File: src/rtl/spi_command_controller_if.sv
// -----------------------------------------------------------------------------
// spi_command_controller_if
// Bundles the SPI pins and the register-side handshake of the SPI command
// controller so they can be passed around as a single port.
//
// Signals:
//   sck, sdi, cs   SPI inputs, already synchronized to clk (cs active-low)
//   sdo            serial read data, MSB-first
//   cmd            last captured command byte
//   wr_strobe      one-cycle pulse, write payload complete
//   wr_data        received write payload
//   rd_req         one-cycle pulse requesting read data for cmd[6:0]
//   rd_data        read data, valid the cycle after rd_req
//   busy           frame in progress
//   abort          one-cycle pulse on a truncated frame
//
// Modports:
//   slave   controller side
//   master  SPI host / register-file side
// -----------------------------------------------------------------------------
interface spi_command_controller_if #(
    parameter int WORD_WIDTH = 32
);
    logic                  sck;
    logic                  sdi;
    logic                  cs;
    logic                  sdo;
    logic [7:0]            cmd;
    logic                  wr_strobe;
    logic [WORD_WIDTH-1:0] wr_data;
    logic                  rd_req;
    logic [WORD_WIDTH-1:0] rd_data;
    logic                  busy;
    logic                  abort;

    modport slave (
        input  sck, sdi, cs, rd_data,
        output sdo, cmd, wr_strobe, wr_data, rd_req, busy, abort
    );

    modport master (
        output sck, sdi, cs, rd_data,
        input  sdo, cmd, wr_strobe, wr_data, rd_req, busy, abort
    );
endinterface

File: src/rtl/spi_command_controller.sv
// -----------------------------------------------------------------------------
// spi_command_controller
// SPI slave that receives an 8-bit command followed by a WORD_WIDTH payload.
// cmd[7]=1 is a write: the payload is shifted in from sdi and presented on
// wr_data with a wr_strobe pulse. cmd[7]=0 is a read: rd_req is pulsed,
// rd_data is latched the following cycle and shifted out on sdo MSB-first.
// A frame ended early by cs rising pulses abort instead of completing.
//
// Ports:
//   clk    system clock, all logic on the rising edge
//   rst_n  synchronous active-low reset
//   bus    spi_command_controller_if.slave (SPI pins + register handshake)
// -----------------------------------------------------------------------------
module spi_command_controller #(
    parameter int WORD_WIDTH = 32
) (
    input  logic                          clk,
    input  logic                          rst_n,
    spi_command_controller_if.slave       bus
);
    typedef enum logic [2:0] {
        IDLE,
        COMMAND,
        DISPATCH,
        DATA_IN,
        DATA_OUT,
        DONE
    } state_t;

    localparam logic [5:0] CMD_LAST    = 6'd7;
    localparam logic [5:0] SHIFT_FIRST = 6'd9;
    localparam logic [5:0] WORD_LAST   = 6'(7 + WORD_WIDTH);

    state_t                state;
    logic                  sck_prev;
    logic [5:0]            bit_count;
    logic [6:0]            cmd_shift;
    logic [7:0]            cmd_reg;
    logic [WORD_WIDTH-2:0] in_shift;
    logic [WORD_WIDTH-1:0] wr_data_reg;
    logic [WORD_WIDTH-1:0] out_shift;
    logic                  out_load;
    logic                  wr_strobe_reg;
    logic                  rd_req_reg;
    logic                  abort_reg;

    logic                  sck_rise;
    logic                  sck_fall;
    logic [7:0]            cmd_next;
    logic [WORD_WIDTH-1:0] in_next;

    assign sck_rise = bus.sck & ~sck_prev;
    assign sck_fall = ~bus.sck & sck_prev;
    assign cmd_next = {cmd_shift, bus.sdi};
    assign in_next  = {in_shift, bus.sdi};

    always_ff @(posedge clk) begin
        if (!rst_n) begin
            state         <= IDLE;
            sck_prev      <= 1'b1;  // sck held high across reset release is not a rising edge
            bit_count     <= '0;
            cmd_shift     <= '0;
            cmd_reg       <= '0;
            in_shift      <= '0;
            wr_data_reg   <= '0;
            out_shift     <= '0;
            out_load      <= 1'b0;
            wr_strobe_reg <= 1'b0;
            rd_req_reg    <= 1'b0;
            abort_reg     <= 1'b0;
        end else begin
            sck_prev      <= bus.sck;
            wr_strobe_reg <= 1'b0;
            rd_req_reg    <= 1'b0;
            abort_reg     <= 1'b0;

            // cs deassertion wins over any same-cycle sck edge or completion
            if (state != IDLE && bus.cs) begin
                state    <= IDLE;
                out_load <= 1'b0;
                if (state != DONE && bit_count != '0)
                    abort_reg <= 1'b1;
            end else begin
                case (state)
                    IDLE: begin
                        if (!bus.cs) begin
                            state     <= COMMAND;
                            bit_count <= '0;
                        end
                    end
                    COMMAND: begin
                        if (sck_rise) begin
                            cmd_shift <= cmd_next[6:0];
                            bit_count <= bit_count + 6'd1;
                            if (bit_count == CMD_LAST) begin
                                cmd_reg    <= cmd_next;
                                state      <= DISPATCH;
                                // registered so the pulse lines up with the DISPATCH cycle
                                rd_req_reg <= ~cmd_next[7];
                            end
                        end
                    end
                    DISPATCH: begin
                        if (cmd_reg[7]) begin
                            state <= DATA_IN;
                        end else begin
                            state    <= DATA_OUT;
                            out_load <= 1'b1;
                        end
                    end
                    DATA_IN: begin
                        if (sck_rise) begin
                            in_shift  <= in_next[WORD_WIDTH-2:0];
                            bit_count <= bit_count + 6'd1;
                            if (bit_count == WORD_LAST) begin
                                wr_data_reg   <= in_next;
                                wr_strobe_reg <= 1'b1;
                                state         <= DONE;
                            end
                        end
                    end
                    DATA_OUT: begin
                        if (out_load) begin
                            out_shift <= bus.rd_data;
                            out_load  <= 1'b0;
                        end else if (sck_fall && bit_count >= SHIFT_FIRST
                                     && bit_count <= WORD_LAST) begin
                            // the fall after bit 8 leaves the MSB in place for bit 9
                            out_shift <= {out_shift[WORD_WIDTH-2:0], 1'b0};
                        end
                        if (sck_rise) begin
                            bit_count <= bit_count + 6'd1;
                            if (bit_count == WORD_LAST)
                                state <= DONE;
                        end
                    end
                    DONE: begin
                        state <= DONE;
                    end
                    default: begin
                        state <= IDLE;
                    end
                endcase
            end
        end
    end

    assign bus.sdo       = (state == DATA_OUT && !out_load) ? out_shift[WORD_WIDTH-1] : 1'b0;
    assign bus.cmd       = cmd_reg;
    assign bus.wr_data   = wr_data_reg;
    assign bus.wr_strobe = wr_strobe_reg;
    assign bus.rd_req    = rd_req_reg;
    assign bus.abort     = abort_reg;
    assign bus.busy      = (state != IDLE);

endmodule

File: src/flat_wrapper.sv
// flat-port wrapper written by rule: the top's interface ports become plain ports
module spi_command_controller_flat 
#(
    parameter int WORD_WIDTH = 32
)
  (clk, rst_n, bus_sck, bus_sdi, bus_cs, bus_rd_data, bus_sdo, bus_cmd, bus_wr_strobe, bus_wr_data, bus_rd_req, bus_busy, bus_abort);
  spi_command_controller_if #(.WORD_WIDTH(WORD_WIDTH)) bus_i ();
  input  logic clk;
  input  logic rst_n;
  input wire logic [$bits(bus_i.sck)-1:0] bus_sck;
  input wire logic [$bits(bus_i.sdi)-1:0] bus_sdi;
  input wire logic [$bits(bus_i.cs)-1:0] bus_cs;
  input wire logic [$bits(bus_i.rd_data)-1:0] bus_rd_data;
  output wire logic [$bits(bus_i.sdo)-1:0] bus_sdo;
  output wire logic [$bits(bus_i.cmd)-1:0] bus_cmd;
  output wire logic [$bits(bus_i.wr_strobe)-1:0] bus_wr_strobe;
  output wire logic [$bits(bus_i.wr_data)-1:0] bus_wr_data;
  output wire logic [$bits(bus_i.rd_req)-1:0] bus_rd_req;
  output wire logic [$bits(bus_i.busy)-1:0] bus_busy;
  output wire logic [$bits(bus_i.abort)-1:0] bus_abort;
  assign bus_i.sck = bus_sck;
  assign bus_i.sdi = bus_sdi;
  assign bus_i.cs = bus_cs;
  assign bus_i.rd_data = bus_rd_data;
  assign bus_sdo = bus_i.sdo;
  assign bus_cmd = bus_i.cmd;
  assign bus_wr_strobe = bus_i.wr_strobe;
  assign bus_wr_data = bus_i.wr_data;
  assign bus_rd_req = bus_i.rd_req;
  assign bus_busy = bus_i.busy;
  assign bus_abort = bus_i.abort;
  spi_command_controller #(.WORD_WIDTH(WORD_WIDTH)) u_core (.clk(clk), .rst_n(rst_n), .bus(bus_i));
endmodule
File: config.mk
export PLATFORM = sky130hd
export DESIGN_NAME = spi_command_controller_flat
export DESIGN_NICKNAME = d
export VERILOG_FILES = /design/src/rtl/spi_command_controller_if.sv /design/src/rtl/spi_command_controller.sv /design/src/flat_wrapper.sv
export SDC_FILE = /design/constraint.sdc
export NUM_CORES = 1
export LEC_CHECK = 0
export ABC_AREA = 1
export CORE_ASPECT_RATIO = 1.25
export CORE_MARGIN = 1
export CORE_UTILIZATION = 40
export DETAILED_ROUTE_END_ITERATION = 16
export PLACE_DENSITY = 0.64
export RECOVER_POWER = 50
export SYNTH_ARGS = -nofsm -noshare
export SYNTH_HDL_FRONTEND = slang
export SYNTH_SLANG_ARGS = --single-unit
File: constraint.sdc
create_clock -name clk -period 1.8 [get_ports clk]
set_clock_uncertainty 0.05 [all_clocks]
set_input_delay 0.18 -clock clk [delete_from_list [all_inputs] [get_ports clk]]
set_output_delay 0.18 -clock clk [all_outputs]
set_load 0.05 [all_outputs]
After elaboration in Yosys (flattened, before gate mapping)
Index checks and enable logic that the tools add are counted.
- flip-flop bits (word level): 124
- bits of input ports: 37
- output and inout bits: 45
- word-level logic and storage cells: 84
- $add $sub $neg: 1
- order comparisons: 2
- equal/unequal tests: 15
- multiplexer cells: 17
- bitwise operators: 11
- reductions and logical operators: 26
- operator list (cell ; count):
    $mux W32 ; 2
    $mux W3 ; 6
    $pmux W3 S5 ; 1
    $mux W6 ; 2
    $pmux W6 S2 ; 1
    $reduce_and A4 Y1 ; 3
    $ne A2 B1 Y1 const B ; 5
    $not A1 Y1 ; 9
    $reduce_and A3 Y1 ; 3
    $add A6 B1 Y6 const B ; 1
    $eq A3 B2 Y1 const B ; 2
    $eq A3 B3 Y1 const B ; 2
    $eq A6 B3 Y1 const B ; 1
    $eq A6 B6 Y1 const B ; 1
    $ge A6 B4 Y1 const B ; 1
    $le A6 B6 Y1 const B ; 1
    $reduce_bool A2 Y1 ; 3
    $reduce_bool A6 Y1 ; 1
    $logic_and A1 B1 Y1 ; 5
    $reduce_and A5 Y1 ; 1
    $reduce_or A5 Y1 ; 1
    $mux W1 ; 4
    $ne A2 B2 Y1 const B ; 2
    $reduce_and A2 Y1 ; 2
    10 further kinds ; 12

Logic depth before layout (Yosys ltp)
- depth in word-level cells: 6
- depth in mapped cells: 11
- mapped depth without buffers: 10

Worst setup path after synthesis
OpenSTA, ideal clock, no wires.
- path type: flip-flop to output port
- start point: register u_core.state[1]
- end point: output port bus_sdo
- arrival time: 1294 ps
- data required time: 1570 ps
- setup slack: 276 ps
- cell stages (with the launch flop): 5
- path buffers: 1
- cell sequence: dfxtp_1 -> buf_4 -> inv_1 -> nand3_2 -> nor2_1
- longest elaborated chain between the ends: 3
- ends and longest elaborated chain (element ; RTL line ; RTL):
    start, declared ; spi_command_controller.sv:34 ; state_t state;
    start signal, assigned ; spi_command_controller.sv:59 ; state <= IDLE;
    start signal, assigned ; spi_command_controller.sv:79 ; state <= IDLE;
    start signal, assigned ; spi_command_controller.sv:87 ; state <= COMMAND;
    $eq A3 B3 Y1 ; spi_command_controller.sv:148 ; assign bus.sdo = (state == DATA_OUT && !out_load) ? out_shift[WORD_WIDTH-1] : 1'b0;
    $logic_and A1 B1 Y1 ; spi_command_controller.sv:148 ;
    $mux W1 ; spi_command_controller.sv:148 ;
    end, declared ; flat_wrapper.sv:14 ; output wire logic [$bits(bus_i.sdo)-1:0] bus_sdo;
No other way between the ends.

Worst setup path in the final report
- start point: register u_core.wr_data_reg[22] (netlist: u_core.bus.wr_data[22])
- end point: output port bus_wr_data[22]
- RTL lines (element ; RTL line ; RTL):
    start, declared ; spi_command_controller.sv:40 ; logic [WORD_WIDTH-1:0] wr_data_reg;
    start signal, assigned ; spi_command_controller.sv:116 ; wr_data_reg <= in_next;
    end, declared ; flat_wrapper.sv:17 ; output wire logic [$bits(bus_i.wr_data)-1:0] bus_wr_data;
No word-level cell between the ends.

==> impl_metrics.yaml <==
status:
  status: "complete, no violations"
global_route:
  pin_count_of_the_biggest_net_entering_global_routing: 49
  global_route.overflow_total: 0
  met1_grt_util_pct: 20.5
  met2_usage_pct: 30.5
  grt_antenna_before_repair: 0
  gr-usage-met3_pct: 4.53
  gr-usage-all-layers_pct: 17.5
  grt.busiest_layer: "met2"
  grt_pass1_wl_mm: 19.3
  first_global_vias: 4292
clock_network:
  htree_num_levels: 4
  tritoncts: "built"
  worst_skew_pair.late_latency_ns: 0.40
  cts.sink_count: 124
  number_of_buffers_created_by_cts: 17
  cts-hold-fix-buffers: 0
  clkSlewWorstSetupHoldPaths_ns: 0.06
  clock_tree.buffer_depth: 2
  master_cell_of_the_clock_root_buffer: "clkbuf_16"
setup_path:
  r2r_slack_ns: 0.18
  critical_path.max_stage_delay_ns: 0.80
  cp.required_ns: 1.57
  timing_worst_setup_path_type: "reg -> out"
  critical_path_peak_fanout: 2
  cpLargestDelayFamily: "buffers and inverters"
  path_buf_inv: 1
  crit_path_top_delay_cell: "clkdlybuf4s50_1"
  worstPathCellList: "clkdlybuf4s50_1"
  arrival_ns: 1.53
  worstSetupStartpointType: "register"
  crit_path_capture_type: "primary output"
pwr:
  share_comb_of_total_power_pct: 13.9
  power.share.sequential_pct: 39.6
  clock_power_share_pct: 46.5
  p_sw_mw: 1.85
  cellPowerDensity_mw_per_mm2: 1090
  power_mw: 7.18
  power.share.switching_pct: 25.8
  power.leakage_nw: 2.77
  p_int_mw: 5.33
  vdd_drop_max_uv: 589
detailed_routing:
  drt_first_iter_violations: 219
  antenna_violating_nets_post_route: 0
  vias_per_cell: 4.89
  routedWlPerCell_um: 12.2
  drc: 0
  detail_route.first_pass.iterations: 5
  drt_wl_total_mm: 11.5
  route.vias.total: 4617
sta:
  postLayoutSetupSlackWorst_ns: 0.0380
  worst_slew_margin_rel_pct: 55.3
  drv_slew: 0
  count_of_final_hold_check_violations: 0
  report.final.setup_viol: 0
  slew_at_the_pin_closest_to_its_max_slew_limit_ns: 0.673
  setup-tns-final_ns: 0
  post-route-min-period_ns: 1.76
  rsz0062_at_grt: "no"
  post-route-period-util_pct: 97.9
  clock.fmax_ghz: 0.568
yosys:
  synth_seq_cells: 124
  number_of_synthesized_flops_with_an_enable_pin: 0
  synth_top_area_share_pct: 47.8
  synth_sequential_area_ratio_pct: 47.8
  post_synth_most_frequent_cells: "136 x nand2_1, 128 x nor2_1, 124 x dfxtp_1"
  postSynthCellCount: 685
  synthesis.area_mm2: 0.00519
  ys.flop_type: "dfxtp_1"
  synth_area_leaders: "dfxtp_1 48%, nand2_1 9.8%, nor2_1 9.3%, nand3_1 7.6%, mux2i_1 5.8%"
  synthesis.area_per_instance_um2: 7.58
  nets_in_the_synthesized_netlist: 726
  post-synth-top-area-cell: "dfxtp_1"
  yosys_warnings: 0
  synth.lib_cells_used.distinct: 25
  yosysMostFrequentCell: "nand2_1"
  synthArstFlopShare_pct: 0
die:
  floorplan.die.width_um: 104
  boundaryPins: 82
  core_mm2: 0.0127
  design.die.area_mm2: 0.0134
  rows: 46
  chipHeight_um: 129
  initial_utilization_pct: 41.0
hold_path:
  worst_hold_path_type: "in -> reg"
finish:
  insertedDiodeCount: 0
  design_area_mm2: 0.00661
  syn2layout_area_growth_pct: 27.4
  share_of_cells_above_drive_strength_1_pct: 9.54
  finalNetCount: 805
  fill_cells: 1240
  area.sequential_mm2: 0.00248
  multi_input_area_mm2: 0.00238
  final_core_util_pct: 52.2
job:
  timing.max_cap.violations: 0
placed_design:
  port_buffers: 81
  detailed_place_hpwl_mm: 7.66
  rd_place_congestion: 0.850
  placement.cell_area_mm2: 0.00622
  placement.setup.worst_slack_ns: 0.0733
## area by class of cell
class / count / area share [%]
Clock buffer: 22 / 7.17
Clock inverter: 9 / 1.72
Inverter: 25 / 1.42
Multi-Input combinational cell: 493 / 35.9
Sequential cell: 124 / 37.6
Tap cell: 168 / 3.18
Timing Repair Buffer: 103 / 13.0
## worst paths after layout
check                      endpoint                    from  cells past startpoint
max                 bus_wr_data[22]  u_core.bus.wr_data[22]                      1
min             u_core.cmd_shift[2]                   rst_n                      3
max reg2reg       u_core.bus.cmd[2]     u_core.bit_count[0]                      7
min reg2reg  u_core.bus.wr_data[29]     u_core.in_shift[28]                      2
## cell usage in the layout, fill, tap and decap left out, types with 4 or more instances in the layout
cell type	count
nor2_4	4
ha_1	4
buf_4	15
nand2_1	137
o21ai_0	36
nor2_1	129
dfxtp_1	122
inv_1	19
clkbuf_1	34
buf_12	8
clkbuf_16	17
mux2i_1	30
dlygate4sd2_1	6
nand4_1	6
o21ai_1	8
nand3_1	80
clkdlybuf4s50_1	39
inv_2	5
a21oi_1	46
## logic make-up (layout without fill, tap and decap cells)
logic type / after synthesis / after routing / share of synthesized area [%]
fa+ha+maj: 4 / 4 / 0.964
simple gates: 368 / 368 / 30.3
flops: 124 / 124 / 47.8
compound gates: 91 / 91 / 8.85
buf+inv: 68 / 159 / 6.31
mux: 30 / 30 / 5.78
## routing by layer
layer / wire length (µm) / part of all wire, % / vias up
met2: 5580 / 48 / 79
met4: 165 / 1.4 / 0
met5: 0 / 0 / -
met1: 5380 / 47 / 2127
li1: - / - / 2393
met3: 382 / 3.3 / 18
## metrics by stage
stage / cells / hold slack, ns
2_1_floorplan: 685 / 0.233
3_3_place_gp: 912 / 0.401
3_5_place_dp: 912 / 0.400
4_1_cts: 943 / 0.142
5_1_grt: 944 / 0.171
6_report: 944 / 0.151
## power groups by stage
stage / Clock [mW] / Sequential [mW] / Combinational, mW
6_report: 3.34 / 2.84 / 1.00
5_1_grt: 3.54 / 2.85 / 1.10
4_1_cts: 3.41 / 2.84 / 1.01
3_5_place_dp: 0 / 2.90 / 1.01
3_3_place_gp: 0 / 2.90 / 0.985
2_1_floorplan: 0 / 2.88 / 0.708
## timing repair
| item | CTS | global route |
|---|---|---|
| setup endpoints to repair | 6 | 37 |
| pin swaps | 0 | 1 |
| buffers inserted | 0 | 1 |
| cloned | 0 | 0 |
| hold endpoints to repair | 0 | 0 |
| gates resized for setup | 6 | 32 |
No activity file was read; power rests on OpenSTA's default activity.
